**src/rtl/aq_hpcp_pkg.sv**
```systemverilog
// Shared encodings for the HPCP controller: CSR FSM states, register selects
// and control-register field offsets.
package aq_hpcp_pkg;

  typedef enum logic [1:0] {
    ST_IDLE  = 2'd0,
    ST_WRITE = 2'd1,
    ST_READ  = 2'd2,
    ST_RESP  = 2'd3
  } hpcp_state_e;

  typedef enum logic [1:0] {
    SEL_CNT  = 2'd0,
    SEL_EVT  = 2'd1,
    SEL_CTRL = 2'd2,
    SEL_OFST = 2'd3
  } hpcp_sel_e;

  // Control register layout: inhibit bits from bit 0, irq enables from bit 32
  localparam int CTRL_INH_OFS = 0;
  localparam int CTRL_IRQ_OFS = 32;

endpackage

```
**src/rtl/aq_hpcp_ctrl_if.sv**
```systemverilog
// CSR request/acknowledge bundle between CP0 (master) and the HPCP controller (slave).
// Request is held until a one-cycle ack; read data is valid only with ack.
// Master drops req in the cycle after ack.
interface aq_hpcp_ctrl_if;
  logic        hpcp_csr_req;
  logic        hpcp_csr_wr;
  logic [1:0]  hpcp_csr_sel;
  logic [4:0]  hpcp_csr_idx;
  logic [63:0] hpcp_csr_wdata;
  logic        hpcp_csr_ack;
  logic [63:0] hpcp_csr_rdata;

  modport master (
    output hpcp_csr_req, hpcp_csr_wr, hpcp_csr_sel, hpcp_csr_idx, hpcp_csr_wdata,
    input  hpcp_csr_ack, hpcp_csr_rdata
  );

  modport slave (
    input  hpcp_csr_req, hpcp_csr_wr, hpcp_csr_sel, hpcp_csr_idx, hpcp_csr_wdata,
    output hpcp_csr_ack, hpcp_csr_rdata
  );
endinterface

```
**src/rtl/aq_hpcp_evt_sel.sv**
```systemverilog
// Per-counter event select register, event mux, enable and clock-enable generation.
// Latency: event select write visible the cycle after its edge; adder is combinational from evt_ff.
// No backpressure: driven directly by the controller's decoded write strobe.
module aq_hpcp_evt_sel #(
  parameter int EVT_NUM = 32,
  parameter int EVT_W   = 5
) (
  input  logic               forever_cpuclk,
  input  logic               cpurst_b,
  input  logic               i_sel_wen,
  input  logic [EVT_W-1:0]   i_sel_wdata,
  input  logic               i_inhibit,
  input  logic               i_freeze,
  input  logic [EVT_NUM-1:0] i_evt_ff,
  input  logic               i_cnt_wen,
  input  logic               i_cnt_of,
  output logic [EVT_W-1:0]   o_evt_sel,
  output logic               o_cnt_en,
  output logic               o_cnt_adder,
  output logic               o_cnt_clk_en
);

  logic [EVT_W-1:0]         r_evt_sel;
  logic                     r_en_d;
  logic [(1<<EVT_W)-1:0]    w_evt_pad;

  // Event select register and one-cycle-delayed enable
  always_ff @(posedge forever_cpuclk or negedge cpurst_b) begin
    if (!cpurst_b) begin
      r_evt_sel <= '0;
      r_en_d    <= 1'b0;
    end else begin
      if (i_sel_wen) r_evt_sel <= i_sel_wdata;
      r_en_d <= o_cnt_en;
    end
  end

  // Zero-pad the event vector so codes at or above EVT_NUM select a constant 0
  always_comb begin
    w_evt_pad = '0;
    w_evt_pad[EVT_NUM-1:0] = i_evt_ff;
  end

  assign o_evt_sel    = r_evt_sel;
  assign o_cnt_en     = (r_evt_sel != '0) & ~i_inhibit & ~i_freeze;
  assign o_cnt_adder  = w_evt_pad[r_evt_sel];
  // en_d lets the counter clock its enable flop low; cnt_of lets its overflow flop self-clear
  assign o_cnt_clk_en = o_cnt_en | r_en_d | i_cnt_wen | i_cnt_of;

endmodule

```
**src/rtl/aq_hpcp_ctrl.sv**
```systemverilog
// HPCP controller: CSR FSM, control/overflow registers and per-counter drive. Optional
// freeze-on-overflow build macro: AQ_HPCP_OF_FREEZE_EN.
// Latency: write strobe one cycle after req is sampled, ack two cycles after; req held until ack.
module aq_hpcp_ctrl
  import aq_hpcp_pkg::*;
#(
  parameter int CNT_NUM = 8,
  parameter int EVT_NUM = 32,
  parameter int EVT_W   = 5
) (
  input  logic                   forever_cpuclk,
  input  logic                   cpurst_b,
  aq_hpcp_ctrl_if.slave          csr,
  input  logic [EVT_NUM-1:0]     evt_vld,
  input  logic [64*CNT_NUM-1:0]  cnt_value,
  input  logic [CNT_NUM-1:0]     cnt_of,
  output logic [CNT_NUM-1:0]     ctrl_cnt_en,
  output logic [CNT_NUM-1:0]     ctrl_cnt_adder,
  output logic [CNT_NUM-1:0]     ctrl_cnt_wen,
  output logic [CNT_NUM-1:0]     ctrl_cnt_clk_en,
  output logic [63:0]            ctrl_hpcp_wdata,
  output logic                   hpcp_of_irq
);

  hpcp_state_e          r_state;
  logic                 r_wr;
  hpcp_sel_e            r_sel;
  logic [4:0]           r_idx;
  logic [63:0]          r_wdata;
  logic [63:0]          r_rdata_q;
  logic                 r_ack;
  logic [CNT_NUM-1:0]   r_inhibit;
  logic [CNT_NUM-1:0]   r_irq_en;
  logic [CNT_NUM-1:0]   r_of_pend;
  logic [EVT_NUM-1:0]   r_evt_ff;

  logic [CNT_NUM-1:0]   w_sel_wen;
  logic [CNT_NUM-1:0]   w_of_clr;
  logic [63:0]          w_rd_mux;
  logic                 w_freeze;
  logic [EVT_W-1:0]     w_evt_sel [CNT_NUM];

`ifdef AQ_HPCP_OF_FREEZE_EN
  assign w_freeze = |r_of_pend;
`else
  assign w_freeze = 1'b0;
`endif

  // Decode the one-hot per-counter write strobes; out-of-range indices match nothing
  always_comb begin
    ctrl_cnt_wen = '0;
    w_sel_wen    = '0;
    for (int i = 0; i < CNT_NUM; i++) begin
      if (r_state == ST_WRITE && r_idx == 5'(i)) begin
        ctrl_cnt_wen[i] = (r_sel == SEL_CNT);
        w_sel_wen[i]    = (r_sel == SEL_EVT);
      end
    end
  end

  // Read mux; out-of-range indices leave the result at 0
  always_comb begin
    w_rd_mux = '0;
    case (r_sel)
      SEL_CNT: begin
        for (int i = 0; i < CNT_NUM; i++)
          if (r_idx == 5'(i)) w_rd_mux = cnt_value[64*i +: 64];
      end
      SEL_EVT: begin
        for (int i = 0; i < CNT_NUM; i++)
          if (r_idx == 5'(i)) w_rd_mux[EVT_W-1:0] = w_evt_sel[i];
      end
      SEL_CTRL: begin
        w_rd_mux[CTRL_INH_OFS +: CNT_NUM] = r_inhibit;
        w_rd_mux[CTRL_IRQ_OFS +: CNT_NUM] = r_irq_en;
      end
      SEL_OFST: w_rd_mux[CNT_NUM-1:0] = r_of_pend;
      default:  w_rd_mux = '0;
    endcase
  end

  assign w_of_clr = (r_state == ST_WRITE && r_sel == SEL_OFST) ? r_wdata[CNT_NUM-1:0] : '0;

  // CSR FSM: latch request, perform one write or read cycle, then a registered ack cycle
  always_ff @(posedge forever_cpuclk or negedge cpurst_b) begin
    if (!cpurst_b) begin
      r_state   <= ST_IDLE;
      r_wr      <= 1'b0;
      r_sel     <= SEL_CNT;
      r_idx     <= '0;
      r_wdata   <= '0;
      r_rdata_q <= '0;
      r_ack     <= 1'b0;
    end else begin
      case (r_state)
        ST_IDLE: begin
          r_ack <= 1'b0;
          if (csr.hpcp_csr_req) begin
            r_wr    <= csr.hpcp_csr_wr;
            r_sel   <= hpcp_sel_e'(csr.hpcp_csr_sel);
            r_idx   <= csr.hpcp_csr_idx;
            r_wdata <= csr.hpcp_csr_wdata;
            r_state <= csr.hpcp_csr_wr ? ST_WRITE : ST_READ;
          end
        end
        ST_WRITE: begin
          r_ack   <= 1'b1;
          r_state <= ST_RESP;
        end
        ST_READ: begin
          r_rdata_q <= w_rd_mux;
          r_ack     <= 1'b1;
          r_state   <= ST_RESP;
        end
        default: begin
          r_ack     <= 1'b0;
          r_rdata_q <= '0;
          r_state   <= ST_IDLE;
        end
      endcase
    end
  end

  // Control, overflow-pending (set beats clear) and registered event hits
  always_ff @(posedge forever_cpuclk or negedge cpurst_b) begin
    if (!cpurst_b) begin
      r_inhibit <= '0;
      r_irq_en  <= '0;
      r_of_pend <= '0;
      r_evt_ff  <= '0;
    end else begin
      if (r_state == ST_WRITE && r_sel == SEL_CTRL) begin
        r_inhibit <= r_wdata[CTRL_INH_OFS +: CNT_NUM];
        r_irq_en  <= r_wdata[CTRL_IRQ_OFS +: CNT_NUM];
      end
      r_of_pend <= (r_of_pend & ~w_of_clr) | cnt_of;
      r_evt_ff  <= evt_vld;
    end
  end

  assign csr.hpcp_csr_ack   = r_ack;
  assign csr.hpcp_csr_rdata = r_rdata_q;
  assign ctrl_hpcp_wdata    = (r_state == ST_WRITE) ? r_wdata : '0;
  assign hpcp_of_irq        = |(r_of_pend & r_irq_en);

  for (genvar g = 0; g < CNT_NUM; g++) begin : g_cnt
    aq_hpcp_evt_sel #(.EVT_NUM(EVT_NUM), .EVT_W(EVT_W)) u_evt_sel (
      .forever_cpuclk (forever_cpuclk),
      .cpurst_b       (cpurst_b),
      .i_sel_wen      (w_sel_wen[g]),
      .i_sel_wdata    (r_wdata[EVT_W-1:0]),
      .i_inhibit      (r_inhibit[g]),
      .i_freeze       (w_freeze),
      .i_evt_ff       (r_evt_ff),
      .i_cnt_wen      (ctrl_cnt_wen[g]),
      .i_cnt_of       (cnt_of[g]),
      .o_evt_sel      (w_evt_sel[g]),
      .o_cnt_en       (ctrl_cnt_en[g]),
      .o_cnt_adder    (ctrl_cnt_adder[g]),
      .o_cnt_clk_en   (ctrl_cnt_clk_en[g])
    );
  end

endmodule

```
**src/flat_wrapper.sv**
```systemverilog
// flat-port wrapper written by rule: the top's interface ports become plain ports
module aq_hpcp_ctrl_flat import aq_hpcp_pkg::*;
#(
  parameter int CNT_NUM = 8,
  parameter int EVT_NUM = 32,
  parameter int EVT_W   = 5
)
  (forever_cpuclk, cpurst_b, evt_vld, cnt_value, cnt_of, ctrl_cnt_en, ctrl_cnt_adder, ctrl_cnt_wen, ctrl_cnt_clk_en, ctrl_hpcp_wdata, hpcp_of_irq, csr_hpcp_csr_req, csr_hpcp_csr_wr, csr_hpcp_csr_sel, csr_hpcp_csr_idx, csr_hpcp_csr_wdata, csr_hpcp_csr_ack, csr_hpcp_csr_rdata);
  aq_hpcp_ctrl_if csr_i ();
  input  logic forever_cpuclk;
  input  logic cpurst_b;
  input  logic [EVT_NUM-1:0] evt_vld;
  input  logic [64*CNT_NUM-1:0] cnt_value;
  input  logic [CNT_NUM-1:0] cnt_of;
  output logic [CNT_NUM-1:0] ctrl_cnt_en;
  output logic [CNT_NUM-1:0] ctrl_cnt_adder;
  output logic [CNT_NUM-1:0] ctrl_cnt_wen;
  output logic [CNT_NUM-1:0] ctrl_cnt_clk_en;
  output logic [63:0] ctrl_hpcp_wdata;
  output logic hpcp_of_irq;
  input wire logic [$bits(csr_i.hpcp_csr_req)-1:0] csr_hpcp_csr_req;
  input wire logic [$bits(csr_i.hpcp_csr_wr)-1:0] csr_hpcp_csr_wr;
  input wire logic [$bits(csr_i.hpcp_csr_sel)-1:0] csr_hpcp_csr_sel;
  input wire logic [$bits(csr_i.hpcp_csr_idx)-1:0] csr_hpcp_csr_idx;
  input wire logic [$bits(csr_i.hpcp_csr_wdata)-1:0] csr_hpcp_csr_wdata;
  output wire logic [$bits(csr_i.hpcp_csr_ack)-1:0] csr_hpcp_csr_ack;
  output wire logic [$bits(csr_i.hpcp_csr_rdata)-1:0] csr_hpcp_csr_rdata;
  assign csr_i.hpcp_csr_req = csr_hpcp_csr_req;
  assign csr_i.hpcp_csr_wr = csr_hpcp_csr_wr;
  assign csr_i.hpcp_csr_sel = csr_hpcp_csr_sel;
  assign csr_i.hpcp_csr_idx = csr_hpcp_csr_idx;
  assign csr_i.hpcp_csr_wdata = csr_hpcp_csr_wdata;
  assign csr_hpcp_csr_ack = csr_i.hpcp_csr_ack;
  assign csr_hpcp_csr_rdata = csr_i.hpcp_csr_rdata;
  aq_hpcp_ctrl #(.CNT_NUM(CNT_NUM), .EVT_NUM(EVT_NUM), .EVT_W(EVT_W)) u_core (.forever_cpuclk(forever_cpuclk), .cpurst_b(cpurst_b), .csr(csr_i), .evt_vld(evt_vld), .cnt_value(cnt_value), .cnt_of(cnt_of), .ctrl_cnt_en(ctrl_cnt_en), .ctrl_cnt_adder(ctrl_cnt_adder), .ctrl_cnt_wen(ctrl_cnt_wen), .ctrl_cnt_clk_en(ctrl_cnt_clk_en), .ctrl_hpcp_wdata(ctrl_hpcp_wdata), .hpcp_of_irq(hpcp_of_irq));
endmodule
```
**config.mk**
```make
export PLATFORM = sky130hd
export DESIGN_NAME = aq_hpcp_ctrl_flat
export DESIGN_NICKNAME = d
export VERILOG_FILES = /design/src/rtl/aq_hpcp_pkg.sv /design/src/rtl/aq_hpcp_ctrl_if.sv /design/src/rtl/aq_hpcp_evt_sel.sv /design/src/rtl/aq_hpcp_ctrl.sv /design/src/flat_wrapper.sv
export SDC_FILE = /design/constraint.sdc
export NUM_CORES = 1
export LEC_CHECK = 0
export ABC_AREA = 1
export CAP_MARGIN = 20
export CORE_AREA = 2 2 308 310
export CTS_BUF_LIST = sky130_fd_sc_hd__clkbuf_2 sky130_fd_sc_hd__clkbuf_4 sky130_fd_sc_hd__clkbuf_8
export DETAILED_ROUTE_END_ITERATION = 16
export DIE_AREA = 0 0 310 312
export PLACE_DENSITY = 0.48
export SYNTH_ARGS = -nofsm -noshare
export SYNTH_HDL_FRONTEND = slang
export SYNTH_SLANG_ARGS = --single-unit
```
**constraint.sdc**
```tcl
create_clock -name forever_cpuclk -period 2.48 [get_ports forever_cpuclk]
set_clock_uncertainty 0.05 [all_clocks]
set_input_delay 0.744 -clock forever_cpuclk [delete_from_list [all_inputs] [get_ports forever_cpuclk]]
set_output_delay 0.744 -clock forever_cpuclk [all_outputs]
set_load 0.02 [all_outputs]
```
[Word-level counts from Yosys, hierarchy flattened]
Index checks and enable logic that the tools add are counted.
Cells by class
  $lt $le $gt $ge: 8
  equal/unequal tests: 13
  multiplexer cells: 60
  bitwise gates (word level): 44
  reduce and logical (&&, ||, !) cells: 25
Operators with widths (number)
  $mux 64: 9
  $pmux 64 s2: 1
  $lt 5x6->1 const B: 8
  $mux 24: 2
  $bmux 1 s5: 8
  $mux 5: 8
  $reduce_bool 5->1: 8
  $mux 1: 25
  $or 1x1->1: 24
  $eq 5x3->1 const B: 4
  $pmux 5 s4: 1
  $and 8x8->8: 2
  $pmux 8 s2: 1
  $eq 5x2->1 const B: 2
  $logic_and 1x1->1: 10
  $pmux 3 s3: 1
  $and 1x1->1: 8
  $mux 8: 1
  $not 1->1: 8
  $not 8->8: 1
  $or 8x8->8: 1
  $reduce_or 8->1: 1
  $eq 2x2->1 const B: 3
  $eq 5x1->1 const B: 1
  8 further kinds: 12
Storage, ports and cells
  flip-flop bits (word level): 242
  input bits: 627
  output and inout bits: 162
  logic and storage cells: 176

[Logic depth before layout (Yosys ltp)]
  depth in word-level cells: 11
  gate-level depth with buffers: 15
  gate-level depth less buffers: 14

[Cells and area by module]
From an unflattened synthesis, not the netlist that was laid out.
Second synthesis, totals
  cells, all modules: 2619
  area total of the unflattened synthesis: 17050.1 um^2
By module, submodules not included
  aq_hpcp_ctrl: instances 1, cells each 1675, area an instance 11745.0 um^2, sequential area each 4854.7 um^2
  aq_hpcp_evt_sel: instances 8, cells each 118, area an instance 663.1 um^2, sequential area each 150.1 um^2

[Least setup slack after synthesis]
Ideal clock, no wire load.
  kind: reg-to-output
  start: register u_core.r_idx[4]
  end: output port ctrl_cnt_clk_en[5]
  arrival: 1.586 ns
  required time: 1.686 ns
  slack: 0.100 ns
  stages on the path, launching flop included: 11
  buffers on the path: 3
  cell sequence: dfrtp_1 -> inv_2 -> nand3_4 -> nor2_4 -> buf_4 -> buf_6 -> clkinv_1 -> nor3_2 -> nor3_1 -> nand2_1 -> buf_4
On the way
  word-level cells in the longest chain between the ends: 5
Ends and longest elaborated chain
  start, declared: RTL line aq_hpcp_ctrl.sv:28  | logic [4:0] r_idx;
  start signal, assigned: RTL line aq_hpcp_ctrl.sv:101  | r_idx <= csr.hpcp_csr_idx;
  $eq 5x3->1: RTL line aq_hpcp_ctrl.sv:54  | if (r_state == ST_WRITE && r_idx == 5'(i)) begin
  $logic_and 1x1->1: RTL line aq_hpcp_ctrl.sv:54
  $mux 1: RTL line aq_hpcp_ctrl.sv:54
  named net u_core.g_cnt[5].u_evt_sel.i_cnt_wen: RTL line aq_hpcp_evt_sel.sv:15  | input logic i_cnt_wen,
  $or 1x1->1 (2 in series): RTL line aq_hpcp_evt_sel.sv:48  | assign o_cnt_clk_en = o_cnt_en | r_en_d | i_cnt_wen | i_cnt_of;
  end, declared: RTL line flat_wrapper.sv:18  | output logic [CNT_NUM-1:0] ctrl_cnt_clk_en;
The timed path passes the listed nets, and every way through them passes these cells.

[Worst setup path after layout]
  start: register u_core.r_evt_ff[9]
  end: output port ctrl_cnt_adder[6]
On the way
  word-level cells in the longest chain between the ends: 2
Ends and longest elaborated chain
  start, declared: RTL line aq_hpcp_ctrl.sv:35  | logic [EVT_NUM-1:0] r_evt_ff;
  start signal, assigned: RTL line aq_hpcp_ctrl.sv:137  | r_evt_ff <= evt_vld;
  $bmux 1 s5: RTL line aq_hpcp_evt_sel.sv:46  | assign o_cnt_adder = w_evt_pad[r_evt_sel];
  $mux 1 (implied by the code): RTL line aq_hpcp_evt_sel.sv:46
  end, declared: RTL line flat_wrapper.sv:16  | output logic [CNT_NUM-1:0] ctrl_cnt_adder;
Every way passes these cells. The select of a mux whose other input is x is not followed.

==> impl_metrics.py <==
metrics = {
    "yosys": {
        "synth_seq_cells": 242,
        "syn_nets": 3100,
        "synth.area.top_cells": "dfrtp_1 (37%), nand2_1 (18%), o21ai_0 (7.6%)",
        "netlist.area_leader.share": 0.368,
        "yosysUniqueCellTypes": 47,
        "ys_warn_count": 0,
        "syn_inst": 2469,
        "async_reset_ff_frac": 1.00,
        "syn_area_sq_um": 16500,
        "synth_area_leader_cell": "dfrtp_1",
        "synth_edf_count": 0,
        "synth_ff_type": "dfrtp_1",
        "seq_area_frac_synth": 0.368,
        "avgSynthCellArea_sq_um": 6.67,
    },
    "placement": {
        "place_congestion": 0.929,
        "numPortBuffers": 788,
        "dpl_cell_area_sq_um": 27900,
        "dpl_worst_slack_ns": -0.599,
        "dp_hpwl_mm": 93.0,
    },
    "floorplan": {
        "dieHeight_um": 312,
        "pin_count": 789,
        "die_w_um": 310,
        "rows": 112,
        "start_util": 0.177,
        "die_area_sq_um": 96700,
        "design.core.area_sq_um": 93000,
    },
    "global_routing": {
        "grtUsageTotal": 0.232,
        "grt_max_degree": 85,
        "grt_pass1_vias": 21200,
        "grt-ovfl-total": 0,
        "antenna_found_initial": 20,
        "grt_pass1_wl_mm": 160,
    },
    "cts": {
        "clkLatencyLatePin_ns": 0.68,
        "cts-htree-levels": 2,
        "cts.sinks": 242,
        "cts_tree": "done",
        "cts_buffers": 51,
        "cts-root-buf": "clkbuf_8",
        "cts.clk_slew.worst_paths_ns": 0.06,
        "cts_buffer_depth": 3,
    },
    "critical_path": {
        "critPathMaxFanout": 4,
        "end_kind": "output pin",
        "worstPathRequired_ns": 1.69,
        "worstSetupPathType": "flop to output pin",
        "startpoint_type": "flop",
        "cp.arrival_ns": 2.34,
    },
    "power_and_ir_drop": {
        "p_clk_frac": 0.173,
        "vdd_ir_drop_max_v": 0.000642,
        "swShare": 0.448,
        "seqPwrFrac": 0.212,
        "p_per_area_nw_per_um2": 858,
        "internal_power_mw": 15.8,
        "p_sw_mw": 12.9,
        "combPwrFrac": 0.615,
        "p_leak_nw": 16.7,
    },
    "sta": {
        "post-route-min-period_ns": 3.14,
        "hold_slack_ns": 0.420,
        "max-slew-margin-rel": 0.415,
        "tightest_slew_ns": 0.878,
        "setup_violations": 151,
        "max_freq_ghz": 0.319,
        "finalWorstSetupSlack_ns": -0.655,
        "hold_viol_final": 0,
        "rsz0062_at_grt": "true",
        "final_max_slew_viol_count": 0,
        "period_share": 1.26,
    },
    "final_layout": {
        "fin_nets": 4192,
        "final_common_cell": "nand2_1",
        "mostFrequentLayoutCells": "nand2_1 (654), clkdlybuf4s50_1 (628), buf_4 (254)",
        "drive_gt1_frac": 0.320,
        "final_area_sq_um": 33500,
        "areaGrowthSynthToFinish_pct": 103,
    },
    "routing": {
        "drt-total-wl_mm": 124,
        "vias": 22200,
        "drc": 0,
        "drtPass1Iterations": 6,
        "postRouteAntennaNets": 0,
        "wl_per_cell_um": 25.4,
        "vias_per_cell": 4.57,
        "drtIter0Drc": 1970,
    },
    "hold_path": {
        "worstHoldPathType": "flop to flop",
    },
    "outcome": {
        "violations": "setup timing",
        "status": "finished with violations",
    },
    "job": {
        "drv_cap": 0,
    },
}
-- stage by stage --
stage	utilization	power [mW]	std cells	TNS, ns
detailed placement	0.300	19.7	4620	-15.77
finish	0.360	28.7	4860	-44.24
CTS	0.326	26.7	4769	-44.97
global route	0.360	30.2	4859	-58.62
global placement	0.300	19.6	4620	-14.78
floorplan	-	12.3	2469	0
-- power by group through the flow --
stage                     clock network (mW)  registers (mW)  logic (mW)
after global placement                     0            5.79        13.8
final                                   4.98            6.08        17.7
after detailed placement                   0            5.81        13.8
after floorplan                            0            5.79        6.52
after CTS                               5.10            5.86        15.7
after global routing                    5.27            6.19        18.7
-- state kept, by name, summed over array words and instances (netlist names) --
name and flops:
u_core.csr.hpcp_csr_rdata 64, u_core.r_wdata 64, u_core.g_cnt.u_evt_sel.o_evt_sel 40, u_core.r_evt_ff 32, u_core.g_cnt.u_evt_sel.r_en_d 8, u_core.r_inhibit 8
u_core.r_irq_en 8, u_core.r_of_pend 8, u_core.r_idx 5, u_core.r_sel 2, u_core.r_state 2, u_core.csr.hpcp_csr_ack 1
-- what timing repair did --
item                                   CTS  global route
gates cloned                             9            18
setup endpoints to repair              198           213
resized for setup                      718           683
hold buffers                             1             0
setup buffers                           48            85
pin swaps                               47           192
endpoints found under the hold margin   37             0
-- layout make-up --
cell class                 instances  area [sq um]
tap                             1254          1570
sequential                       242          6070
antenna                            5          12.5
fill                            9824         59600
timing repair inverter             1          7.51
clock buffer                      82           997
clock inverter                    11           160
inverter                         186           748
timing repair buffer            1228         13200
multi-input combinational       1851         10700
-- layer usage --
metal  GRT usage  vias up  wire length [um]
met5           0        -               156
met4      0.0690       24              3960
met3      0.0679      194             12900
met2       0.376     1114             56300
met1       0.297    10600             50200
li1            -    10300                 -
-- worst max-delay path, cell delays in order, from the launching register on --
cell,delay (ns)
dfrtp_1,0.39
clkinvlp_4,0.20
buf_6,0.17
o21ai_2,0.10
a21oi_1,0.05
o21ai_1,0.12
a31oi_1,0.11
a22oi_2,0.27
buf_4,0.17
buf_6,0.10
-- final timing paths --
| kind | slack [ns] | to | cells after the start | startpoint |
|---|---|---|---|---|
| min reg2reg | 0.42 | u_core.csr.hpcp_csr_rdata[37] | 2 | u_core.csr.hpcp_csr_rdata[37] |
| min in group asynchronous | 0.55 | u_core.csr.hpcp_csr_rdata[2] | 2 | cpurst_b |
| max reg2reg | -0.32 | u_core.csr.hpcp_csr_rdata[38] | 19 | u_core.r_idx[3] |
| min | 0.42 | u_core.csr.hpcp_csr_rdata[37] | 2 | u_core.csr.hpcp_csr_rdata[37] |
| max | -0.66 | ctrl_cnt_adder[6] | 9 | u_core.r_evt_ff[9] |
| max in group asynchronous | 1.23 | u_core.r_evt_ff[21] | 3 | cpurst_b |
-- synth_stat cells, drive strengths merged (2+ instances only) --
library cell / instances
nand4: 59
clkbuf: 94
o221ai: 27
inv: 183
or2: 16
a21boi: 5
o211ai: 15
a31oi: 8
a41o: 2
nand2: 812
nor3: 15
ha: 4
a21oi: 139
nand3: 123
nor2: 261
clkinv: 3
mux2: 50
buf: 96
a22oi: 2
o21ai: 286
a221oi: 9
nor4: 2
o22ai: 10
dfrtp: 242
-- cells by family after synthesis --
group | share of synthesized area
and+or+nand+nor | 0.325
AOI/OAI and AO/OA | 0.169
buffers and inverters | 0.101
DFF | 0.368
muxes | 0.0342
adders and majority gates | 0.00304
(Power assumes the default switching activity.)
